<file path="src/rtl/axi_lite_if.sv">
// AXI-Lite bundle: 32-bit address, 32-bit data, AW/W/B/AR/R channels.
// The master modport drives requests; the slave modport drives responses.
interface axi_lite_if;
    logic [31:0] awaddr;
    logic        awvalid;
    logic        awready;
    logic [31:0] wdata;
    logic [3:0]  wstrb;
    logic        wvalid;
    logic        wready;
    logic [1:0]  bresp;
    logic        bvalid;
    logic        bready;
    logic [31:0] araddr;
    logic        arvalid;
    logic        arready;
    logic [31:0] rdata;
    logic [1:0]  rresp;
    logic        rvalid;
    logic        rready;

    modport master (
        output awaddr, awvalid, wdata, wstrb, wvalid, bready, araddr, arvalid, rready,
        input  awready, wready, bresp, bvalid, arready, rdata, rresp, rvalid
    );

    modport slave (
        input  awaddr, awvalid, wdata, wstrb, wvalid, bready, araddr, arvalid, rready,
        output awready, wready, bresp, bvalid, arready, rdata, rresp, rvalid
    );
endinterface

</file>
<file path="src/rtl/holy_clint_lite.sv">
// holy_clint_lite: minimal RISC-V CLINT behind an AXI-Lite slave port.
// Registers: msip (0x0000), mtimecmp (0x4000/0x4004), mtime (0xBFF8/0xBFFC).
// Optional feature macro CLINT_MTIME_WRITE_EN: makes the mtime halves writable;
// without it, mtime writes are accepted with OKAY and discarded.
module holy_clint_lite #(
    parameter int unsigned TICK_DIV = 1
) (
    input  logic        clk,
    input  logic        rst_n,
    axi_lite_if.slave   axi_lite,
    output logic        timer_irq,
    output logic        soft_irq
);

    typedef enum logic [1:0] {W_IDLE, W_HAVE_ADDR, W_HAVE_DATA, W_RESP} w_state_e;
    typedef enum logic       {R_IDLE, R_DATA} r_state_e;
    typedef enum logic [2:0] {REG_MSIP, REG_CMP_LO, REG_CMP_HI,
                              REG_TIME_LO, REG_TIME_HI, REG_NONE} reg_sel_e;

    localparam logic [15:0] OFF_MSIP    = 16'h0000;
    localparam logic [15:0] OFF_CMP_LO  = 16'h4000;
    localparam logic [15:0] OFF_CMP_HI  = 16'h4004;
    localparam logic [15:0] OFF_TIME_LO = 16'hBFF8;
    localparam logic [15:0] OFF_TIME_HI = 16'hBFFC;
    localparam logic [1:0]  RESP_OKAY   = 2'b00;
    localparam logic [1:0]  RESP_SLVERR = 2'b10;
    localparam logic [15:0] TICK_LAST   = 16'(TICK_DIV - 1);

    // Word-granular decode of the 64 KiB window; byte offset bits are ignored.
    function automatic reg_sel_e decode(input logic [15:2] word);
        case (word)
            OFF_MSIP[15:2]:    return REG_MSIP;
            OFF_CMP_LO[15:2]:  return REG_CMP_LO;
            OFF_CMP_HI[15:2]:  return REG_CMP_HI;
            OFF_TIME_LO[15:2]: return REG_TIME_LO;
            OFF_TIME_HI[15:2]: return REG_TIME_HI;
            default:           return REG_NONE;
        endcase
    endfunction

    // Byte-lane merge of write data into an existing 32-bit value.
    function automatic logic [31:0] merge(input logic [31:0] old, input logic [31:0] data,
                                          input logic [3:0] strb);
        logic [31:0] res;
        res = old;
        for (int b = 0; b < 4; b++)
            if (strb[b]) res[8*b +: 8] = data[8*b +: 8];
        return res;
    endfunction

    w_state_e    w_state;
    r_state_e    r_state;
    logic [15:2] aw_addr_q;
    logic [31:0] w_data_q;
    logic [3:0]  w_strb_q;

    logic        msip;
    logic [63:0] mtimecmp;
    logic [63:0] mtime;
    logic [15:0] presc;
    logic        tick;

    logic        aw_hs, w_hs, wr_fire;
    logic [15:2] wr_addr;
    logic [31:0] wr_data;
    logic [3:0]  wr_strb;
    reg_sel_e    wr_sel, rd_sel;
    logic [31:0] rd_data;
    logic [1:0]  rd_resp;

    // Upper address bits and byte offsets are intentionally not decoded.
    logic unused_addr;
    assign unused_addr = ^{axi_lite.awaddr[31:16], axi_lite.awaddr[1:0],
                           axi_lite.araddr[31:16], axi_lite.araddr[1:0]};

    assign tick     = (presc == TICK_LAST);
    assign soft_irq = msip;

    // Select the address/data pair of the write that completes this cycle.
    // NOTE: every always_comb output gets a default first so no path leaves it unassigned (no latch).
    always_comb begin
        aw_hs   = axi_lite.awvalid && axi_lite.awready;
        w_hs    = axi_lite.wvalid && axi_lite.wready;
        wr_fire = 1'b0;
        wr_addr = axi_lite.awaddr[15:2];
        wr_data = axi_lite.wdata;
        wr_strb = axi_lite.wstrb;
        case (w_state)
            W_IDLE:      wr_fire = aw_hs && w_hs;
            W_HAVE_ADDR: begin
                wr_fire = w_hs;
                wr_addr = aw_addr_q;
            end
            W_HAVE_DATA: begin
                wr_fire = aw_hs;
                wr_data = w_data_q;
                wr_strb = w_strb_q;
            end
            default:     wr_fire = 1'b0;
        endcase
        wr_sel = decode(wr_addr);
    end

    // Read mux, sampled at the AR handshake.
    always_comb begin
        rd_sel  = decode(axi_lite.araddr[15:2]);
        rd_data = '0;
        rd_resp = RESP_OKAY;
        case (rd_sel)
            REG_MSIP:    rd_data = {31'b0, msip};
            REG_CMP_LO:  rd_data = mtimecmp[31:0];
            REG_CMP_HI:  rd_data = mtimecmp[63:32];
            REG_TIME_LO: rd_data = mtime[31:0];
            REG_TIME_HI: rd_data = mtime[63:32];
            default:     rd_resp = RESP_SLVERR;
        endcase
    end

    // Write channel FSM with registered ready/response outputs.
    // NOTE: sequential state uses non-blocking assignments so all flops update from pre-edge values.
    always_ff @(posedge clk or negedge rst_n) begin
        if (!rst_n) begin
            w_state          <= W_IDLE;
            axi_lite.awready <= 1'b1;
            axi_lite.wready  <= 1'b1;
            axi_lite.bvalid  <= 1'b0;
            axi_lite.bresp   <= RESP_OKAY;
            aw_addr_q        <= '0;
            w_data_q         <= '0;
            w_strb_q         <= '0;
        end else begin
            if (wr_fire) begin
                w_state          <= W_RESP;
                axi_lite.awready <= 1'b0;
                axi_lite.wready  <= 1'b0;
                axi_lite.bvalid  <= 1'b1;
                axi_lite.bresp   <= (wr_sel == REG_NONE) ? RESP_SLVERR : RESP_OKAY;
            end else begin
                case (w_state)
                    W_IDLE: begin
                        if (aw_hs) begin
                            w_state          <= W_HAVE_ADDR;
                            aw_addr_q        <= axi_lite.awaddr[15:2];
                            axi_lite.awready <= 1'b0;
                        end else if (w_hs) begin
                            w_state         <= W_HAVE_DATA;
                            w_data_q        <= axi_lite.wdata;
                            w_strb_q        <= axi_lite.wstrb;
                            axi_lite.wready <= 1'b0;
                        end
                    end
                    W_RESP: begin
                        if (axi_lite.bready) begin
                            w_state          <= W_IDLE;
                            axi_lite.bvalid  <= 1'b0;
                            axi_lite.awready <= 1'b1;
                            axi_lite.wready  <= 1'b1;
                        end
                    end
                    default: ;
                endcase
            end
        end
    end

    // Read channel FSM: capture data at AR handshake, hold until R handshake.
    always_ff @(posedge clk or negedge rst_n) begin
        if (!rst_n) begin
            r_state          <= R_IDLE;
            axi_lite.arready <= 1'b1;
            axi_lite.rvalid  <= 1'b0;
            axi_lite.rdata   <= '0;
            axi_lite.rresp   <= RESP_OKAY;
        end else begin
            case (r_state)
                R_IDLE: begin
                    if (axi_lite.arvalid) begin
                        r_state          <= R_DATA;
                        axi_lite.arready <= 1'b0;
                        axi_lite.rvalid  <= 1'b1;
                        axi_lite.rdata   <= rd_data;
                        axi_lite.rresp   <= rd_resp;
                    end
                end
                default: begin
                    if (axi_lite.rready) begin
                        r_state          <= R_IDLE;
                        axi_lite.rvalid  <= 1'b0;
                        axi_lite.arready <= 1'b1;
                    end
                end
            endcase
        end
    end

    // Timer, compare and software-interrupt registers.
    always_ff @(posedge clk or negedge rst_n) begin
        if (!rst_n) begin
            msip      <= 1'b0;
            mtimecmp  <= '1;
            mtime     <= '0;
            presc     <= '0;
            timer_irq <= 1'b0;
        end else begin
            timer_irq <= (mtime >= mtimecmp);
            presc     <= tick ? 16'd0 : presc + 16'd1;
            if (tick) mtime <= mtime + 64'd1;
            // NOTE: a later non-blocking assignment overrides the tick above, so a software write wins.
            if (wr_fire) begin
                case (wr_sel)
                    REG_MSIP:   if (wr_strb[0]) msip <= wr_data[0];
                    REG_CMP_LO: mtimecmp[31:0]  <= merge(mtimecmp[31:0], wr_data, wr_strb);
                    REG_CMP_HI: mtimecmp[63:32] <= merge(mtimecmp[63:32], wr_data, wr_strb);
`ifdef CLINT_MTIME_WRITE_EN
                    REG_TIME_LO: if (|wr_strb)
                        mtime <= {mtime[63:32], merge(mtime[31:0], wr_data, wr_strb)};
                    REG_TIME_HI: if (|wr_strb)
                        mtime <= {merge(mtime[63:32], wr_data, wr_strb), mtime[31:0]};
`endif
                    default: ;
                endcase
            end
        end
    end

endmodule

</file>
<file path="src/flat_wrapper.sv">
// flat-port wrapper written by rule: the top's interface ports become plain ports
module holy_clint_lite_flat 
#(
    parameter int unsigned TICK_DIV = 1
)
  (clk, rst_n, timer_irq, soft_irq, axi_lite_awaddr, axi_lite_awvalid, axi_lite_wdata, axi_lite_wstrb, axi_lite_wvalid, axi_lite_bready, axi_lite_araddr, axi_lite_arvalid, axi_lite_rready, axi_lite_awready, axi_lite_wready, axi_lite_bresp, axi_lite_bvalid, axi_lite_arready, axi_lite_rdata, axi_lite_rresp, axi_lite_rvalid);
  axi_lite_if axi_lite_i ();
  input  logic clk;
  input  logic rst_n;
  output logic timer_irq;
  output logic soft_irq;
  input wire logic [$bits(axi_lite_i.awaddr)-1:0] axi_lite_awaddr;
  input wire logic [$bits(axi_lite_i.awvalid)-1:0] axi_lite_awvalid;
  input wire logic [$bits(axi_lite_i.wdata)-1:0] axi_lite_wdata;
  input wire logic [$bits(axi_lite_i.wstrb)-1:0] axi_lite_wstrb;
  input wire logic [$bits(axi_lite_i.wvalid)-1:0] axi_lite_wvalid;
  input wire logic [$bits(axi_lite_i.bready)-1:0] axi_lite_bready;
  input wire logic [$bits(axi_lite_i.araddr)-1:0] axi_lite_araddr;
  input wire logic [$bits(axi_lite_i.arvalid)-1:0] axi_lite_arvalid;
  input wire logic [$bits(axi_lite_i.rready)-1:0] axi_lite_rready;
  output wire logic [$bits(axi_lite_i.awready)-1:0] axi_lite_awready;
  output wire logic [$bits(axi_lite_i.wready)-1:0] axi_lite_wready;
  output wire logic [$bits(axi_lite_i.bresp)-1:0] axi_lite_bresp;
  output wire logic [$bits(axi_lite_i.bvalid)-1:0] axi_lite_bvalid;
  output wire logic [$bits(axi_lite_i.arready)-1:0] axi_lite_arready;
  output wire logic [$bits(axi_lite_i.rdata)-1:0] axi_lite_rdata;
  output wire logic [$bits(axi_lite_i.rresp)-1:0] axi_lite_rresp;
  output wire logic [$bits(axi_lite_i.rvalid)-1:0] axi_lite_rvalid;
  assign axi_lite_i.awaddr = axi_lite_awaddr;
  assign axi_lite_i.awvalid = axi_lite_awvalid;
  assign axi_lite_i.wdata = axi_lite_wdata;
  assign axi_lite_i.wstrb = axi_lite_wstrb;
  assign axi_lite_i.wvalid = axi_lite_wvalid;
  assign axi_lite_i.bready = axi_lite_bready;
  assign axi_lite_i.araddr = axi_lite_araddr;
  assign axi_lite_i.arvalid = axi_lite_arvalid;
  assign axi_lite_i.rready = axi_lite_rready;
  assign axi_lite_awready = axi_lite_i.awready;
  assign axi_lite_wready = axi_lite_i.wready;
  assign axi_lite_bresp = axi_lite_i.bresp;
  assign axi_lite_bvalid = axi_lite_i.bvalid;
  assign axi_lite_arready = axi_lite_i.arready;
  assign axi_lite_rdata = axi_lite_i.rdata;
  assign axi_lite_rresp = axi_lite_i.rresp;
  assign axi_lite_rvalid = axi_lite_i.rvalid;
  holy_clint_lite #(.TICK_DIV(TICK_DIV)) u_core (.clk(clk), .rst_n(rst_n), .axi_lite(axi_lite_i), .timer_irq(timer_irq), .soft_irq(soft_irq));
endmodule
</file>
<file path="config.mk">
export PLATFORM = sky130hd
export DESIGN_NAME = holy_clint_lite_flat
export DESIGN_NICKNAME = d
export VERILOG_FILES = /design/src/rtl/axi_lite_if.sv /design/src/rtl/holy_clint_lite.sv /design/src/flat_wrapper.sv
export SDC_FILE = /design/constraint.sdc
export NUM_CORES = 1
export LEC_CHECK = 0
export CAP_MARGIN = 10
export CORE_ASPECT_RATIO = 0.75
export CORE_UTILIZATION = 43
export CTS_CLUSTER_DIAMETER = 40
export DETAILED_ROUTE_END_ITERATION = 10
export PLACE_DENSITY = 0.68
export SYNTH_ARGS = -nofsm -noshare
export SYNTH_HDL_FRONTEND = slang
export SYNTH_SLANG_ARGS = --single-unit
</file>
<file path="constraint.sdc">
create_clock -name clk -period 3.6 [get_ports clk]
set_input_delay 0.9 -clock clk [delete_from_list [all_inputs] [get_ports clk]]
set_output_delay 0.9 -clock clk [all_outputs]
set_load 0.05 [all_outputs]
</file>
* Word level (Yosys, flattened, before mapping)
Cells that the tools add are included.
** Storage, ports and cells
- Input port bits :: 107
- Flip-flop bits (word level) :: 240
- Logic and storage cells :: 121
** Operators by class
- Reductions and logical operators :: 31
- $add $sub $neg :: 2
- Bitwise operators :: 3
- Equal/unequal tests :: 24
- Multiplexer cells :: 35
- $lt $le $gt $ge :: 1
** Operators with widths (number)
- 32-bit one-hot mux with 5 select lines :: 1
- 64-bit by 1-bit adder with 64-bit output, second input constant :: 1
- 64-bit >= comparator :: 1
- 14-bit by 13-bit == test with 1-bit output, second input constant :: 4
- 14-bit == test, second input constant :: 4
- 3-bit AND reduction :: 12
- 32-bit two-way mux :: 1
- 3-bit one-hot mux with 5 select lines :: 2
- 14-bit logical NOT :: 2
- 1-bit two-way mux :: 18
- 16-bit by 1-bit adder with 16-bit output, second input constant :: 1
- 16-bit logical NOT :: 1
- 16-bit two-way mux :: 1
- 14-bit two-way mux :: 1
- 2-bit two-way mux :: 6
- 3-bit by 2-bit == test with 1-bit output, second input constant :: 3
- 4-bit AND reduction :: 2
- 3-bit by 1-bit == test with 1-bit output, second input constant :: 2
- 3-bit == test, second input constant :: 2
- 3-bit logical NOT :: 2
- 3-bit by 1-bit != test with 1-bit output, second input constant :: 2
- 2-bit AND reduction :: 3
- 2-bit nonzero test :: 3
- 5-bit OR reduction :: 1
- other kinds (14) :: 20

* Depth between registers and ports, before layout
- Depth in word-level cells :: 6
- Mapped depth :: 11
- Mapped depth without buffers :: 8

* Worst setup path before layout
OpenSTA, ideal clock, no wires.
- Path type :: input to register
- From :: in axi_lite_araddr[11]
- To :: reg u_core.axi_lite.rdata[22]
- Stages :: 7
- Buffers on the path :: 1
- Data required time :: 3.523 ns
- Data arrival time :: 2.444 ns
- Setup slack :: 1.079 ns
- Library setup time :: 0.077 ns
- Path through :: or4_1 > nor4_4 > buf_2 > a22oi_1 > nor2_1 > a221oi_1 > o21ai_1
** Between the ends
- Word-level cells in the longest chain between the ends :: 4
- Elaborated cells between the ends (all ways) :: 12
- Those cells by class :: eq/ne: 8; mux: 2; reduce/logical: 2
** RTL lines
- start: declaration :: RTL line flat_wrapper.sv:18 : input wire logic [$bits(axi_lite_i.araddr)-1:0] axi_lite_araddr;
- 14-bit == test, or another cell as far along :: RTL line holy_clint_lite.sv:31 : case (word)
- 3-bit one-hot mux with 5 select lines * :: RTL line holy_clint_lite.sv:31
- 3-bit == test, or another cell as far along :: RTL line holy_clint_lite.sv:109 : case (rd_sel)
- 32-bit one-hot mux with 5 select lines * :: RTL line holy_clint_lite.sv:109
- end signal: assignment :: RTL line holy_clint_lite.sv:181 : axi_lite.rdata <= rd_data;
- end: declaration :: RTL line axi_lite_if.sv:29 : output awready, wready, bresp, bvalid, arready, rdata, rresp, rvalid
Mark *: on every way between the ends. The rest lies on a longest branch, timed or not.
A chain may end at the register's enable or synchronous reset.

* Final worst setup path
- From :: reg u_core.mtime[0]
- To :: reg u_core.timer_irq
** Between the ends
- Word-level cells in the longest chain between the ends :: 1
** RTL lines
- start: declaration :: RTL line holy_clint_lite.sv:59 : logic [63:0] mtime;
- start signal: assignment :: RTL line holy_clint_lite.sv:207 : if (tick) mtime <= mtime + 64'd1;
- 64-bit >= comparator :: RTL line holy_clint_lite.sv:205 : timer_irq <= (mtime >= mtimecmp);
- end signal: assignment :: RTL line holy_clint_lite.sv:205
- end: declaration :: RTL line holy_clint_lite.sv:11 : output logic timer_irq,
No other way between the ends.

==> out/results.tsv <==
stage	metric	value	unit
status	status	finished, final reports clean	
floorplanning	rows	54	
synth	muxShareOfSynthArea	0.131	
cts	postCtsSetupRepairBufs	0	
placement	place_congestion	0.865	
synth	synth_xor_area_frac	0.0530	
cts	clk_pin_slew_worst_paths	0.06	ns
drt	ant_nets	0	
sta	tightest_slew	0.889	ns
synth	ys_seq_area_frac	0.475	
sta	finalSetupTns	0	ns
synth	synth_seq_cells	238	
synth	synthSimpleGateAreaFrac	0.137	
synth	ys.flop_type	dfrtp_1	
sta	setup_viol	0	
sta	relSlewSlack	0.392	
worst_setup_path	critPathSlowestCell	a2111oi_0	
cts	htree_levels	1	
sta	layout_setup_ws	0.649	ns
cells_and_area	post-route-util	0.526	
drt	wl	30000	um
drt	vias	9326	
worst_setup_path	cp-end-kind	flip-flop	
sta	finalHoldViolations	0	
worst_hold_path	min_path_type	input port to asynchronous set/reset pin	
cells_and_area	multiInputGateArea	0.00619	mm2
placement	numPortBuffers	111	
cells_and_area	seqCellArea	0.00604	mm2
sta	drv_slew	0	
cells_and_area	syn_to_final_growth	20.0	%
synth	syn-instance-count	1173	
sta	finalWorstPathRequiredPeriod	2.95	ns
floorplanning	ios	150	
placement	hpwl	22000	um
power_and_ir_drop	peakVddDrop	0.330	mV
worst_setup_path	required	4.00	ns
global_route	grt_usage	0.203	
floorplanning	chipHeight	151	um
drt	drtIter0Drc	691	
sta	rsz0062_at_grt	false	
worst_setup_path	cp_max_fo	4	
drt	first_pass_iters	5	
global_route	grtUsageMet1	0.306	
synth	syn-cell-area	0.0127	mm2
global_route	grt_start_max_net_pins	92	
synth	synthArstFlopShare	1.00	
placement	dp_cells	1652	
synth	synth_compound_area_frac	0.0945	
global_route	grt_pass1_vias	9255	
global_route	grt_pass1_wl	49900	um
cts	clockBufferDepth	3	
global_route	grt_use_met3	0.0318	
sta	finClkSkew	0.0216	ns
sta	fmax	339	MHz
floorplanning	start_util	0.438	
cts	clk_latency	0.55	ns
synth	synth_edf_count	0	
synth	synth_fa_ha_area_frac	0.0698	
floorplanning	core-area	0.0291	mm2
cells_and_area	nets	1469	
worst_setup_path	max_stage_delay	0.81	ns
sta	whs	0.345	ns
floorplanning	die_w	201	um
synth	synth_warnings	0	
cts	ctsHoldBuffers	0	
floorplanning	die_area	0.0303	mm2
drt	vias_per_cell	5.47	
cts	cts_buffers	29	
worst_setup_path	cp_cell_sequence	inv_1 > ha_1 > nand2b_1 > a2111oi_0 > or4_1 > o2111ai_1 > a2111oi_0 > nor3_1	
placement	post-place-ws	0.236	ns
worst_setup_path	arrival	3.35	ns
cells_and_area	fillers	2608	
cts	cts.sinks	238	
cells_and_area	drive_gt1_frac	0.219	
synth	synth_top_family_by_area	simple AND/OR/NAND/NOR gates	
worst_setup_path	startpoint_type	flip-flop	
power_and_ir_drop	p_per_area	383	mW/mm2
power_and_ir_drop	pwr-share-clk	0.496	
cts	cts_resized	0	
worst_setup_path	critical_path_class	flip-flop to flip-flop	
sta	finalCritPeriodShare	0.820	
power_and_ir_drop	pwr-share-comb	0.043	
power_and_ir_drop	p_switching	1.34	mW
global_route	busiest_layer	met1	
drt	avgRoutedWirePerCell	17.6	um
worst_setup_path	crit_top_cell	a2111oi_0	
job	cap_violations	0	
global_route	antenna_found_initial	0	
cts	clock_tree.root_cell	clkbuf_16	
synth	synth.avg_cell_area	10.8	um2
cells_and_area	antenna_cells	0	
cells_and_area	finalNonFillerCells	1706	
power_and_ir_drop	p_int	4.51	mW
global_route	grt_overflow	0	
power_and_ir_drop	p_sw_frac	0.229	
power_and_ir_drop	seq_power_share	0.461	
cts	tritoncts	done	
global_route	grt_util_met2	0.304	
synth	post_synth_num_cell_types	61	
power_and_ir_drop	power_leakage	6.76	nW
drt	drc	0	
## registers in the layout (all words and copies together) (netlist names), 2 cells and up
signal and cells:
u_core.mtime 64, u_core.aw_addr_q 14, u_core.mtimecmp 64, u_core.w_strb_q 4, u_core.presc 16, u_core.w_data_q 32, u_core.w_state 2, u_core.axi_lite.rdata 32
## worst paths after layout
check                                             from                     end  slack, ns  cells after the start
worst max-delay path                   u_core.mtime[0]        u_core.timer_irq       0.65                      8
worst min-delay path                             rst_n       u_core.w_state[1]       0.35                      1
worst max register to register         u_core.mtime[0]        u_core.timer_irq       0.65                      8
worst min register to register  u_core.axi_lite.bvalid  u_core.axi_lite.bvalid       0.48                      2
max in group asynchronous                        rst_n     u_core.mtimecmp[55]       2.30                      2
min in group clk                u_core.axi_lite.bvalid  u_core.axi_lite.bvalid       0.48                      2
## power groups by stage
stage	logic, mW	clock network [mW]	registers, mW
4_1_cts	0.254	2.96	2.70
2_1_floorplan	0.0473	0	2.77
3_5_place_dp	0.253	0	2.74
6_report	0.249	2.90	2.70
3_3_place_gp	0.251	0	2.74
5_1_grt	0.274	3.07	2.70
## logic make-up after synthesis
| group | after synthesis |
|---|---|
| buffers and inverters | 124 |
| DFF | 238 |
| muxes | 150 |
| adders and majority gates | 71 |
| other | 1 |
| xor gates and xnor gates | 77 |
| and+or+nand+nor | 334 |
| AOI/OAI and AO/OA | 178 |
## through the flow
| stage | total power [mW] | area, um2 |
|---|---|---|
| after floorplan | 2.81 | 12700 |
| after global placement | 2.99 | 14300 |
| after detailed placement | 2.99 | 14300 |
| after CTS | 5.91 | 15300 |
| after global routing | 6.04 | 15300 |
| final | 5.85 | 15300 |
## worst max-delay path, delay by kind of cell, from the launching register on
family | cells | cell delay [ns]
fa+ha+maj | 1 | 0.30
simple gates | 3 | 0.52
buf+inv | 1 | 0.09
flops | 1 | 0.41
compound gates | 3 | 1.48
## layer usage
layer | up-vias | routed length (um)
li1 | 4461 | -
met1 | 4602 | 15000
met2 | 221 | 12800
met3 | 42 | 1480
met4 | 0 | 632
met5 | - | 0
## cell usage after synthesis, types with 4 or more instances
cell | count | share of area
xnor2_1 | 54 | 0.037
clkbuf_1 | 23 | 0.0068
nand3b_1 | 4 | 0.0024
a21oi_1 | 23 | 0.0090
a221oi_1 | 32 | 0.022
xor2_1 | 23 | 0.016
buf_4 | 4 | 0.0024
a22oi_1 | 33 | 0.019
o21ai_0 | 25 | 0.0098
mux2_2 | 131 | 0.12
mux2i_1 | 19 | 0.015
nand3_1 | 41 | 0.016
o2bb2ai_1 | 9 | 0.0062
dfrtp_1 | 171 | 0.34
dfstp_2 | 67 | 0.14
or4_1 | 4 | 0.0024
buf_2 | 13 | 0.0051
nor3_1 | 9 | 0.0035
and3_1 | 12 | 0.0059
inv_1 | 80 | 0.024
o21ai_1 | 30 | 0.012
nor2_1 | 73 | 0.022
a211oi_1 | 5 | 0.0030
nor3_2 | 5 | 0.0039
nand2_1 | 104 | 0.031
nor4_1 | 11 | 0.0054
and4_1 | 11 | 0.0076
ha_1 | 71 | 0.070
nand4_1 | 31 | 0.015
## layout by cell type, fill, tap and decap left out, types with 11 or more instances in the layout
cell type        Yosys  final
nand3_1             41     41
buf_4                4     17
ha_1                71     70
and3_1              12     12
clkbuf_16            0     29
mux2i_1             19     19
o21ai_0             25     25
and4_1              11     11
mux2_2             131    131
nor2_1              73     73
a22oi_1             33     33
nor4_1              11     11
dfstp_2             67     67
dfrtp_1            171    171
clkdlybuf4s50_1      0    110
nand4_1             31     31
a21oi_1             23     23
inv_1               80     80
xor2_1              23     23
a221oi_1            32     32
xnor2_1             54     54
nand2_1            104    103
o21ai_1             30     30
## final cells by class
type	count	share of cell area
sequential	238	0.396
clock inverter	17	0.0109
multi-input combinational	812	0.406
timing repair buffer	130	0.0841
tap	392	0.0321
clock buffer	37	0.0521
inverter	80	0.0197
(Power assumes the default switching activity.)
